## src/rtl/if_stage.sv

```systemverilog
// Instruction-fetch stage: PC register with next-PC selection, IF/ID
// pipeline register with stall/flush control, and saturating fetch/stall
// performance counters. All outputs come straight from registers.
module if_stage #(
  parameter logic [31:0] RESET_PC = 32'h0000_0000,
  parameter logic [31:0] NOP_WORD = 32'h0000_0000
) (
  input  logic        Clk,
  input  logic        Reset,
  input  logic        Stall,
  input  logic        Flush,
  input  logic        BranchTaken,
  input  logic [31:0] BranchTarget,
  input  logic        Jump,
  input  logic [31:0] JumpTarget,
  input  logic [31:0] Instruction,
  output logic [31:0] PCResult,
  output logic [31:0] IFID_Instruction,
  output logic [31:0] IFID_PCPlus4,
  output logic        IFID_Valid,
  output logic [31:0] FetchCount,
  output logic [31:0] StallCount
);

  logic [31:0] r_pc;
  logic [31:0] r_ifid_instr;
  logic [31:0] r_ifid_pc4;
  logic        r_ifid_vld;
  logic [31:0] r_fetch_cnt;
  logic [31:0] r_stall_cnt;

  logic [31:0] w_pc_plus4;
  logic [31:0] w_next_pc;
  logic        w_redirect;
  logic        w_ifid_load;
  logic        w_stall_cnt_en;

  // Sequential successor wraps modulo 2^32 naturally.
  assign w_pc_plus4     = r_pc + 32'd4;
  assign w_redirect     = Jump | BranchTaken;
  // Normal IF/ID load: neither a bubble nor a hold.
  assign w_ifid_load    = ~Flush & ~Stall;
  // A redirect moves the PC, so that cycle is not a stalled cycle.
  assign w_stall_cnt_en = Stall & ~w_redirect;

  // Next-PC select: jump beats branch, and any redirect beats stall because
  // it comes from an older instruction. Targets are forced word-aligned.
  always_comb begin
    w_next_pc = w_pc_plus4;
    if (Jump)             w_next_pc = {JumpTarget[31:2], 2'b00};
    else if (BranchTaken) w_next_pc = {BranchTarget[31:2], 2'b00};
    else if (Stall)       w_next_pc = r_pc;
  end

  // PC register.
  always_ff @(posedge Clk) begin
    if (Reset) r_pc <= RESET_PC;
    else       r_pc <= w_next_pc;
  end

  // IF/ID register: flush inserts a bubble and wins over stall.
  always_ff @(posedge Clk) begin
    if (Reset || Flush) begin
      r_ifid_instr <= NOP_WORD;
      r_ifid_pc4   <= 32'd0;
      r_ifid_vld   <= 1'b0;
    end else if (!Stall) begin
      r_ifid_instr <= Instruction;
      r_ifid_pc4   <= w_pc_plus4;
      r_ifid_vld   <= 1'b1;
    end
  end

  // Fetch counter: counts normal IF/ID loads, saturating.
  always_ff @(posedge Clk) begin
    if (Reset)
      r_fetch_cnt <= 32'd0;
    else if (w_ifid_load && (r_fetch_cnt != 32'hFFFF_FFFF))
      r_fetch_cnt <= r_fetch_cnt + 32'd1;
  end

  // Stall counter: counts stalled cycles (flush included), saturating.
  always_ff @(posedge Clk) begin
    if (Reset)
      r_stall_cnt <= 32'd0;
    else if (w_stall_cnt_en && (r_stall_cnt != 32'hFFFF_FFFF))
      r_stall_cnt <= r_stall_cnt + 32'd1;
  end

  assign PCResult         = r_pc;
  assign IFID_Instruction = r_ifid_instr;
  assign IFID_PCPlus4     = r_ifid_pc4;
  assign IFID_Valid       = r_ifid_vld;
  assign FetchCount       = r_fetch_cnt;
  assign StallCount       = r_stall_cnt;

endmodule

```

## config.mk

```make
export PLATFORM = sky130hd
export DESIGN_NAME = if_stage
export DESIGN_NICKNAME = d
export VERILOG_FILES = /design/src/rtl/if_stage.sv
export SDC_FILE = /design/constraint.sdc
export NUM_CORES = 1
export LEC_CHECK = 0
export BUFFER_PORTS_ARGS = -buffer_cell sky130_fd_sc_hd__buf_2
export CAP_MARGIN = 30
export CORE_UTILIZATION = 55
export CTS_CLUSTER_SIZE = 12
export DETAILED_ROUTE_END_ITERATION = 10
export PLACE_DENSITY = 0.86
export SYNTH_ARGS = -nofsm -noshare
export SYNTH_HDL_FRONTEND = slang
export SYNTH_SLANG_ARGS = --single-unit
```

## constraint.sdc

```tcl
create_clock -name Clk -period 3.9 [get_ports Clk]
set_clock_uncertainty 0.05 [all_clocks]
set_input_delay 0.39 -clock Clk [delete_from_list [all_inputs] [get_ports Clk]]
set_output_delay 0.39 -clock Clk [all_outputs]
set_load 0.01 [all_outputs]
```

======== After elaboration in Yosys (flattened, before gate mapping) ========
Index checks and enable logic that the tools add are counted.
cells by class
  equal/unequal tests ..................... 3
  multiplexer cells ....................... 3
  add/sub/neg operators ................... 3
  bitwise logic cells ..................... 6
  reduce and logical (&&, ||, !) cells .... 4
operators with widths
  operator                 count
  $mux W32                 3
  $add A32 B1 Y32 const B  2
  $ne A32 B32 Y1 const B   2
  $add A32 B3 Y32 const B  1
  $ne A3 B1 Y1 const B     1
  $not A1 Y1               3
  $reduce_or A3 Y1         1
  $and A1 B1 Y1            2
  $logic_and A1 B1 Y1      2
  $logic_or A1 B1 Y1       1
  $or A1 B1 Y1             1
word-level totals
  output and inout bits ................... 161
  word-level logic and storage cells ...... 26
  register bits ........................... 161

======== Longest topological paths before layout ========
Gate-level depths: netlist of the first run.
  depth after elaboration ................. 4
  depth in mapped cells ................... 8
  depth with buffers taken out ............ 6

======== Least setup slack after synthesis of the first run ========
Ideal clock, no wire load.
  path kind ............................... input -> register
  from .................................... input port Stall
  to ...................................... register r_fetch_cnt[25] (netlist: FetchCount[25])
  slack ................................... 1533 ps
  setup time .............................. 70 ps
  data required time ...................... 3780 ps
  cell stages on the path ................. 5
  arrival ................................. 2246 ps
  cells stage by stage .................... or2_1 or4_4 a2111o_1 or4_1 a21oi_1
between the ends
  word-level cells in the longest chain between the ends .. 3
RTL lines
  item                  line  text
  from (decl)           10    input logic Stall,
  $not A1 Y1            42    assign w_ifid_load = ~Flush & ~Stall;
  $and A1 B1 Y1         42
  $logic_and A1 B1 Y1   78    else if (w_ifid_load && (r_fetch_cnt != 32'hFFFF_FFFF))
  to (signal assigned)  79    r_fetch_cnt <= r_fetch_cnt + 32'd1;
  to (decl)             29    logic [31:0] r_fetch_cnt;
No other way between the ends.
A chain may end at the register's enable or synchronous reset.

======== Final worst setup path of the first run ========
  from .................................... register r_stall_cnt[1] (netlist: StallCount[1])
  to ...................................... register r_stall_cnt[8] (netlist: StallCount[8])
between the ends
  word-level cells in the longest chain between the ends .. 2
RTL lines
  item                                                                     line  text
  from (decl)                                                              30    logic [31:0] r_stall_cnt;
  from (signal assigned)                                                   87    r_stall_cnt <= r_stall_cnt + 32'd1;
  parallel branches: the longest is 2 deep, another holds $add A32 B1 Y32  --
Parallel ways; which one is timed is not known.

==> out/results.ini, run 1 <==
[status]
status=finished clean

[finish]
final_common_cell=buf_2
final_net_count=1255
seq_area_um2=3140
area_growth_pct=25.1
drive_gt1_share_pct=26.8
nFillCells=1072
final_cell_mix=253 x buf_2, 157 x dfxtp_1, 102 x nor2_1
design_area_um2=9590
multi_input_area_um2=4200

[logic_synthesis]
netlist_area_um2=7660
avgSynthCellArea_um2=8.24
synth_async_sr_flop_share_pct=0
ys_seq_area_share_pct=41.0
yosys_register_bits=157
synth_cell_types=62
yosysWarningCount=0
synth-edff-count=0
syn-instance-count=930
synth-main-ff-cell=dfxtp_1

[worst_setup_path]
cpMaxStageDelayCell=o31ai_4
path_cells=ha_1 > nand4_1 > or3_1 > o31ai_4 > nor3_1 > mux2_2
cp_max_fo=26
cp.depth=6
ff2ff_path_depth=6
cp_data_arrival_time_ps=3060
rr_startpoint=StallCount[1]$_SDFFE_PP0P_
critPathKind=reg -> reg
cp-start-kind=flip-flop
crit_path_end_kind=flip-flop
max_stage_delay_ps=830
r2r_end=StallCount[8]$_SDFFE_PP0P_
cp_top_family=compound AO/OA/AOI/OAI gates
reg2reg_slack_ps=1110
path_buf_inv=0
cp.required_ps=4160

[clocking]
clock_sinks=157
cts_hold_buffers=0
clk_pin_slew_worst_paths_ps=60
clockBufferDepth=2
postCtsSetupBuffers=0
cts_buffers=17
root_buffer=clkbuf_16
h-tree-depth=4
insertion_delay_ps=430
cts_resized=0
cts_tree=done

[grt]
overflow=0
gr-usage-all-layers_pct=31.2
grt_max_degree=74
grt_pass1_wl_um=36000
grt_pass1_vias=7429
antenna_found_initial=4

[worst_hold_path]
whs_endpoint=PCResult[2]$_SDFFE_PP0P_
hp-class=in -> reg
min_from=JumpTarget[2]
min_delay_path_depth=2

[die]
io_pins=263
num_rows=42
core-area_um2=13400
die_area_um2=14400
die_h_um=120
die_w_um=120
start_util_pct=57.2

[drt]
drc=0
routed_wl_um=22700
firstDrtPassIters=6
initialDrtViolationCount=692
wl_per_cell_um=16.9
vias=8049
viasPerCell=6.00
ant_nets=0

[pwr]
power_density_nw_per_um2=400
vdd_ir_drop_max_v=0.000273
leakage_nw=3.97

[timing]
fmax_mhz=358
slew_headroom_pct=35.4
finalMaxSlewViolations=0
worst_slew_pin_slew_ps=968
timing.final.crit_period_ps=2790
finalHoldViolations=0
fin_tns_setup_ps=0
timing.final.ws_setup_ps=1110
period_share_pct=71.7
rsz0062_at_grt=false
setup_viol=0

[placed_design]
place_ws_ps=1150
routabilityCongestion=0.873
placed_area_um2=8960
dp.final_hpwl_um=15800
port_buffers=254

[flow_run]
drv_cap=0

[metrics by stage]
step | std cells | hold slack, ps | utilization [%] | total power [mW]
floorplan | 933 | 436 | - | 1.96
global placement | 1307 | 385 | 66.9 | 2.10
detailed placement | 1307 | 389 | 66.9 | 2.11
CTS | 1338 | 136 | 71.5 | 3.83
global route | 1340 | 147 | 71.5 | 3.95
finish | 1342 | 141 | 71.5 | 3.83
[flip-flops by register name, summed over array words and instances, names as in the netlist]
name              flops
IFID_Valid            1
StallCount           32
PCResult             30
IFID_PCPlus4         30
IFID_Instruction     32
FetchCount           32
[power breakdown]
part | internal [mW] | switching, mW | total [mW] | leakage [nW]
sequential | 1.65 | 0.0560 | 1.71 | 1.28
combinational | 0.156 | 0.220 | 0.375 | 2.40
clock | 1.08 | 0.668 | 1.75 | 0.296
total | 2.89 | 0.943 | 3.83 | 3.97
[metal layers]
metal,wire [um],track usage [%],vias to the layer above
li1,-,-,3865
met3,2040,7.51,59
met2,10500,49.8,400
met4,755,15.0,0
met5,0,0,-
met1,9390,39.3,3725
[worst reg2reg max path, cell delays in order (launching register included)]
cell and delay, ps:
dfxtp_1 420, ha_1 300, nand4_1 160, or3_1 460
o31ai_4 830, nor3_1 150, mux2_2 310
[cell usage after synthesis, types with 3 or more instances]
cell | n | area share, %
mux2i_1 | 41 | 5.4
xor2_1 | 16 | 1.8
o221ai_1 | 4 | 0.46
and3_1 | 5 | 0.41
nor2_1 | 102 | 5.0
a22oi_1 | 9 | 0.88
and4_1 | 6 | 0.69
o311ai_0 | 4 | 0.46
nand2_1 | 66 | 3.2
or4_1 | 18 | 1.8
o31a_1 | 5 | 0.57
nor4_1 | 23 | 1.9
mux2_2 | 5 | 0.73
nor3_1 | 21 | 1.4
a21oi_1 | 87 | 5.7
o21a_1 | 8 | 0.78
xnor2_1 | 23 | 2.6
nand2b_1 | 5 | 0.41
or3_1 | 35 | 2.9
clkinv_1 | 3 | 0.15
nand4_1 | 22 | 1.8
ha_1 | 3 | 0.49
a31oi_1 | 4 | 0.33
buf_1 | 6 | 0.29
buf_2 | 5 | 0.33
dfxtp_1 | 157 | 41
or2_2 | 5 | 0.41
a211oi_1 | 12 | 1.2
a31o_2 | 4 | 0.46
o31ai_1 | 15 | 1.5
nor2b_1 | 4 | 0.33
nand3_1 | 36 | 2.4
o211ai_1 | 5 | 0.49
buf_4 | 4 | 0.39
o21ai_0 | 58 | 3.8
o22ai_1 | 8 | 0.65
inv_1 | 16 | 0.78
clkbuf_1 | 47 | 2.3
and2_1 | 3 | 0.24
[logic make-up (layout without fill, tap and decap cells)]
family | Yosys count | in the layout | share of synthesized area, %
AO/OA/AOI/OAI | 242 | 242 | 19.6
XOR/XNOR | 39 | 39 | 4.46
adder cells (fa/ha/maj) | 3 | 3 | 0.490
buffers and inverters | 82 | 311 | 4.29
flip-flops | 157 | 157 | 41.0
multiplexers | 46 | 46 | 6.09
other | 1 | 8 | 0.0489
AND/OR/NAND/NOR | 360 | 360 | 24.0
[layout make-up]
type / instances / share of cell area [%]
multi-input cells: 694 / 43.9
flip-flops and latches: 157 / 32.8
repair buffers: 260 / 13.8
clock buffers: 20 / 4.66
well taps: 176 / 2.30
clock inverters: 11 / 1.75
inverters: 20 / 0.783
diodes: 4 / 0.104
[worst max path at each step]
stage                                      from                     endpoint  slack [ps]
floorplan                                 Stall  FetchCount[25]$_SDFFE_PP0P_        1530
global placement     StallCount[0]$_SDFFE_PP0P_   StallCount[8]$_SDFFE_PP0P_        1230
detailed placement   StallCount[0]$_SDFFE_PP0P_   StallCount[8]$_SDFFE_PP0P_        1150
CTS                  StallCount[1]$_SDFFE_PP0P_   StallCount[8]$_SDFFE_PP0P_        1140
global route        StallCount[19]$_SDFFE_PP0P_   StallCount[8]$_SDFFE_PP0P_         930
finish               StallCount[1]$_SDFFE_PP0P_   StallCount[8]$_SDFFE_PP0P_        1110
(Power assumes the default switching activity.)
==> run 2, diff against run 1 <==
ABC_AREA = 1   (was default)
CORE_UTILIZATION = 48   (was 55)
PLACE_DENSITY = 0.77   (was 0.86)
clock period = 2.55 ns   (was 3.9 ns; I/O delays follow)
==> run 2 against run 1 <==
Global-route usage shrank 3.4 points; fmax up 35%; sequential power grew 53%; die area increased by 32%; worst hold slack worse by 120 ps; critical path depth increased by 4; worst setup slack lost 630 ps; via count grew 19%; core utilization decreased by 12 points; clock-buffer cell count shrank 3; largest cell class unchanged; largest power group is now sequential cells.
==> out/results.ini, run 2 <==
[status]
status=finished clean

[logic_synthesis]
yosysMostFrequentCell=nand2_1
synth_cell_types=36  ; -42%
synth-edff-count=0  ; unchanged
synth_async_sr_flop_share_pct=0  ; unchanged
synth_top_cell_by_area=dfxtp_1
synth_common_cells=457 x nand2_1, 226 x nor2_1, 157 x dfxtp_1, 120 x a21oi_1, 83 x inv_1
netlist_area_um2=8890  ; +16%
avgSynthCellArea_um2=6.38  ; -23%
synth-main-ff-cell=dfxtp_1
ys_seq_area_share_pct=35.4  ; -5.6 points
synth_area_leaders=dfxtp_1 35%, nand2_1 19%, nor2_1 9.5%
yosysWarningCount=0  ; unchanged
syn-instance-count=1393  ; +50%
yosys_register_bits=157  ; unchanged
synth_top_area_share_pct=35.4  ; -5.6 points

[clocking]
cts_buffers=17  ; unchanged
cts_hold_buffers=0  ; unchanged
cts_tree=done
clock_sinks=157  ; unchanged
insertion_delay_ps=420  ; about the same
cts_resized=0  ; unchanged
clk_pin_slew_worst_paths_ps=70  ; about the same
h-tree-depth=4  ; unchanged
clockBufferDepth=2  ; unchanged
root_buffer=clkbuf_16
postCtsSetupBuffers=0  ; unchanged

[worst_hold_path]
hp-class=in -> reg
min_delay_path_depth=3  ; +1

[grt]
overflow=0  ; unchanged
grt_pass1_vias=8801  ; +18%
grt_max_degree=83  ; +12%
grt_pass1_wl_um=43400  ; +21%
gr-usage-all-layers_pct=27.7  ; -3.4 points
antenna_found_initial=3  ; -1

[timing]
slew_headroom_pct=40.1  ; +4.6 points
period_share_pct=81.3  ; +9.6 points
finalMaxSlewViolations=0  ; unchanged
finalHoldViolations=0  ; unchanged
fmax_mhz=482  ; +35%
timing.final.crit_period_ps=2070  ; -722 ps
rsz0062_at_grt=false
setup_viol=0  ; unchanged
timing.final.ws_setup_ps=477  ; -628 ps
fin_tns_setup_ps=0  ; unchanged
worst_slew_pin_slew_ps=898  ; -70.2 ps

[placed_design]
place_ws_ps=478  ; -677 ps
dp.final_hpwl_um=19300  ; +22%
dp.cells=1829  ; +40%
routabilityCongestion=0.942  ; +7.9%
port_buffers=254  ; unchanged

[worst_setup_path]
cp_max_fo=6  ; -77%
critPathKind=reg -> reg
cp-start-kind=flip-flop
ff2ff_path_depth=10  ; +4
crit_path_end_kind=flip-flop
cp_data_arrival_time_ps=2340  ; -720 ps
cp.required_ps=2820  ; -1340 ps

[finish]
final_cell_mix=457 x nand2_1, 254 x buf_2, 226 x nor2_1
drive_gt1_share_pct=22.7  ; -4.0 points
final_net_count=1724  ; +37%
fin_cells=1864  ; +39%
nFillCells=1795  ; +67%
final_common_cell=nand2_1
area_growth_pct=21.5

[die]
die_h_um=138  ; +15%
core-area_um2=18000  ; +35%
num_rows=49  ; +17%
die_w_um=138  ; +15%
die_area_um2=19100  ; +32%
start_util_pct=49.3  ; -7.9 points
io_pins=263  ; unchanged

[drt]
ant_nets=0  ; unchanged
firstDrtPassIters=6  ; unchanged
drc=0  ; unchanged
viasPerCell=5.16  ; -14%
initialDrtViolationCount=669  ; -3.3%
wl_per_cell_um=14.3  ; -15%
routed_wl_um=26600  ; +17%
vias=9612  ; +19%

[pwr]
vdd_ir_drop_max_v=0.000477  ; +75%
leakage_nw=4.78  ; +20%
power_density_nw_per_um2=531  ; +33%
p_total_mw=5.73  ; +49%

[flow_run]
drv_cap=0  ; unchanged

==> run 2: cell count changes after synthesis, sizes merged, moves of 35 or more <==
cell and delta:
a21oi +58, inv +69, nor2 +138, nand2 +417
or3 -35, mux2i -41
==> run 2: kinds of logic (layout without fill, tap and decap cells) <==
group	Yosys count	count (layout)	share of synthesized area, %
buffers and inverters	150	386	7.62
and+or+nand+nor	811	811	38.1
AOI/OAI and AO/OA	235	235	14.9
DFF	157	157	35.4
other	1	7	0.0422
xor gates and xnor gates	36	36	3.55
adders and majority gates	3	3	0.422
==> run 2: path summary, 6_finish.rpt <==
| path | start | end | slack (ps) |
|---|---|---|---|
| worst max-delay path | PCResult[2]$_SDFFE_PP0P_ | IFID_PCPlus4[26]$_SDFFE_PP0N_ | 480 |
| worst min-delay path | Instruction[29] | IFID_Instruction[29]$_SDFFE_PP0N_ | 20 |
| worst max register to register | PCResult[2]$_SDFFE_PP0P_ | IFID_PCPlus4[26]$_SDFFE_PP0N_ | 480 |
| worst min register to register | IFID_Instruction[25]$_SDFFE_PP0N_ | IFID_Instruction[25]$_SDFFE_PP0N_ | 400 |
==> run 2: layer usage <==
layer  GRT usage [%]  up-vias  part of all wire, %
met1            35.3     4337                   44
li1                -     4875                    -
met4            9.95        0                  2.5
met3            5.54       55                  6.2
met2            46.4      345                   48
met5               0        -                    0
==> run 2: worst max-delay path: stages (launching register included) <==
cell and delay, ps:
dfxtp_1 440, ha_1 230, nand2_1 80, nor2_2 230, nand2_1 180, nor2_1 310
nand2_1 100, nand2_1 90, nand3_1 80, o211ai_1 130, inv_1 60
==> run 2: power breakdown <==
part	internal, mW	switching (mW)
Sequential	2.53	0.0873
Combinational	0.231	0.388
Clock	1.31	1.19
Total	4.07	1.66
==> run 2: stage by stage <==
step / utilization [%] / hold WS [ps] / instance area, um^2
3_5_place_dp: 56.7 / 397 / 10200
4_1_cts: 59.9 / 3.71 / 10800
3_3_place_gp: 56.7 / 391 / 10200
6_report: 59.9 / 21.2 / 10800
2_1_floorplan: - / 350 / 8900
5_1_grt: 59.9 / 6.16 / 10800
==> run 2: cell type report <==
class	count	area (um^2)	area share (%)
antenna	3	7.51	0.0695
clock buffer	17	425	3.94
clock inverter	15	143	1.32
inverter	87	327	3.02
multi-input combinational	1089	5080	47.1
sequential	157	3140	29.1
tap	229	287	2.65
timing repair buffer	267	1380	12.8
==> run 3, diff against run 2 <==
clock period = 1.8 ns   (was 2.55 ns; I/O delays follow)
==> run 3 against run 2 <==
Worst hold slack worse by 10 ps; final cell count is 6.4% higher; clock power is 50% higher.
==> out/results.ini, run 3 (same netlist as run 2, synthesis figures left out) <==
[clocking]
h-tree-depth=4  ; unchanged
root_buffer=clkbuf_16
cts_buffers=17  ; unchanged
cts_tree=done
clk_pin_slew_worst_paths_ps=70  ; about the same
clock_sinks=157  ; unchanged
clockBufferDepth=2  ; unchanged
insertion_delay_ps=430  ; about the same

[timing]
slew_headroom_pct=50.0  ; +10 points
finalHoldViolations=0  ; unchanged
worst_slew_pin_slew_ps=750  ; -148 ps
setup_viol=0  ; unchanged
fin_hold_ws_ps=11.2  ; -10.1 ps
fmax_mhz=582  ; +21%
timing.final.crit_period_ps=1720  ; -354 ps
period_share_pct=95.5  ; +14 points
finalMaxSlewViolations=0  ; unchanged
rsz0062_at_grt=true

[die]
start_util_pct=49.3  ; unchanged
die_h_um=138  ; unchanged
num_rows=49  ; unchanged
io_pins=263  ; unchanged
die_area_um2=19100  ; unchanged
die_w_um=138  ; unchanged
core-area_um2=18000  ; unchanged

[placed_design]
routabilityCongestion=0.917  ; -2.7%
dp.final_hpwl_um=20400  ; +5.8%
port_buffers=254  ; unchanged

[worst_setup_path]
cp.required_ps=2070  ; -750 ps
cp_data_arrival_time_ps=1990  ; -350 ps
cp-start-kind=flip-flop
cp_max_fo=17  ; +11
crit_path_end_kind=flip-flop
critPathKind=reg -> reg

[drt]
ant_nets=0  ; unchanged
viasPerCell=5.16  ; about the same
initialDrtViolationCount=813  ; +22%
vias=10200  ; +6.5%
routed_wl_um=29200  ; +9.5%
drc=0  ; unchanged
wl_per_cell_um=14.7  ; +2.9%
firstDrtPassIters=6  ; unchanged

[grt]
grt_pass1_wl_um=46800  ; +7.9%
grt_pass1_vias=9469  ; +7.6%
antenna_found_initial=4  ; +1
gr-usage-all-layers_pct=30.0  ; +2.3 points
grt_max_degree=83  ; unchanged
overflow=0  ; unchanged

[pwr]
seqPwrFrac_pct=43.5  ; -2.2 points
p_clk_share_pct=43.9  ; +0.4 points
switchingPower_mw=2.36  ; +42%
power_density_nw_per_um2=706  ; +33%
leakage_nw=5.39  ; +13%
switching_share_pct=27.8  ; -1.2 points
power_frac_comb_pct=12.6  ; +1.8 points
vdd_ir_drop_max_v=0.000604  ; +27%
p_int_mw=6.13  ; +51%

[finish]
final_common_cell=nand2_1
final_cell_mix=454 x nand2_1, 254 x buf_2, 213 x nor2_1
final_net_count=1844  ; +7.0%
fin_util_pct=66.8  ; +6.9 points
drive_gt1_share_pct=26.4  ; +3.7 points
area_growth_pct=35.4

[flow_run]
drv_cap=0  ; unchanged

[worst_hold_path]
hp-class=in -> reg

[status]
status=finished clean

-- run 3: cell types whose count changed in the layout (fill, tap and decap cells not counted), moves of 6 or more --
cell / previous run / this run
buf_4: 12 / 75
dlygate4sd3_1: 0 / 52
nor2_1: 226 / 213
nor2_2: 8 / 14
nor2_4: 6 / 13
-- run 3: critical path, stage by stage, from the launching register on --
cell	delay [ps]
dfxtp_1	430
nand2_1	150
nor2_2	170
nand2_2	100
nor2_4	100
nand2_1	90
nand2_4	150
buf_12	170
o21ai_0	90
nand2_1	60
nor2_1	40
-- run 3: cell type report --
class | instances | area (um^2)
clock buffer | 17 | 425
fill | 1613 | 5990
tap | 229 | 287
multi-input combinational | 1089 | 5170
sequential | 157 | 3150
inverter | 87 | 337
clock inverter | 15 | 176
antenna | 3 | 7.51
timing repair buffer | 387 | 2480
-- run 3: final timing paths --
kind / startpoint / to / slack (ps) / depth (start not counted)
setup / recovery: FetchCount[11]$_SDFFE_PP0P_ / FetchCount[2]$_SDFFE_PP0P_ / 80 / 10
hold / removal: JumpTarget[8] / PCResult[8]$_SDFFE_PP0P_ / 10 / 3
hold reg to reg: IFID_Instruction[25]$_SDFFE_PP0N_ / IFID_Instruction[25]$_SDFFE_PP0N_ / 410 / 2
setup reg to reg: FetchCount[11]$_SDFFE_PP0P_ / FetchCount[2]$_SDFFE_PP0P_ / 80 / 10
-- run 3: power groups by stage --
stage	combinational [mW]	clock [mW]	sequential (mW)
2_1_floorplan	0.493	0	3.81
3_3_place_gp	0.930	0	3.76
3_5_place_dp	0.945	0	3.77
4_1_cts	1.04	3.79	3.69
5_1_grt	1.17	3.94	3.71
6_report	1.07	3.73	3.70
-- run 3: repair_timing --
| action | 4_1_cts | 5_1_grt |
|---|---|---|
| endpoints found under the hold margin | 52 | 0 |
| endpoints found under the setup margin | 10 | 87 |
| gates cloned | 0 | 1 |
| gates resized for setup | 4 | 38 |
| buffers inserted | 0 | 3 |
| pin swaps | 0 | 2 |
| hold buffers | 52 | 0 |
-- run 3: metal layers --
metal | up-vias | wire (um) | global-route usage, %
li1 | 5125 | - | -
met1 | 4648 | 12400 | 37.8
met2 | 402 | 14000 | 51.1
met3 | 60 | 2000 | 5.96
met4 | 0 | 782 | 10.3
met5 | - | 0 | 0
-- run 3: through the flow --
stage / std cells / cell area [um^2] / power (mW) / TNS, ps / setup WS (ps)
floorplan: 1396 / 8900 / 4.30 / 0 / 74.3
global placement: 1893 / 10700 / 4.70 / -20.8 / -14.7
detailed placement: 1893 / 10700 / 4.71 / -162 / -53.7
CTS: 1977 / 11900 / 8.51 / 0 / 13.5
global route: 1983 / 12000 / 8.82 / -370 / -41.5
finish: 1984 / 12000 / 8.49 / 0 / 81.3
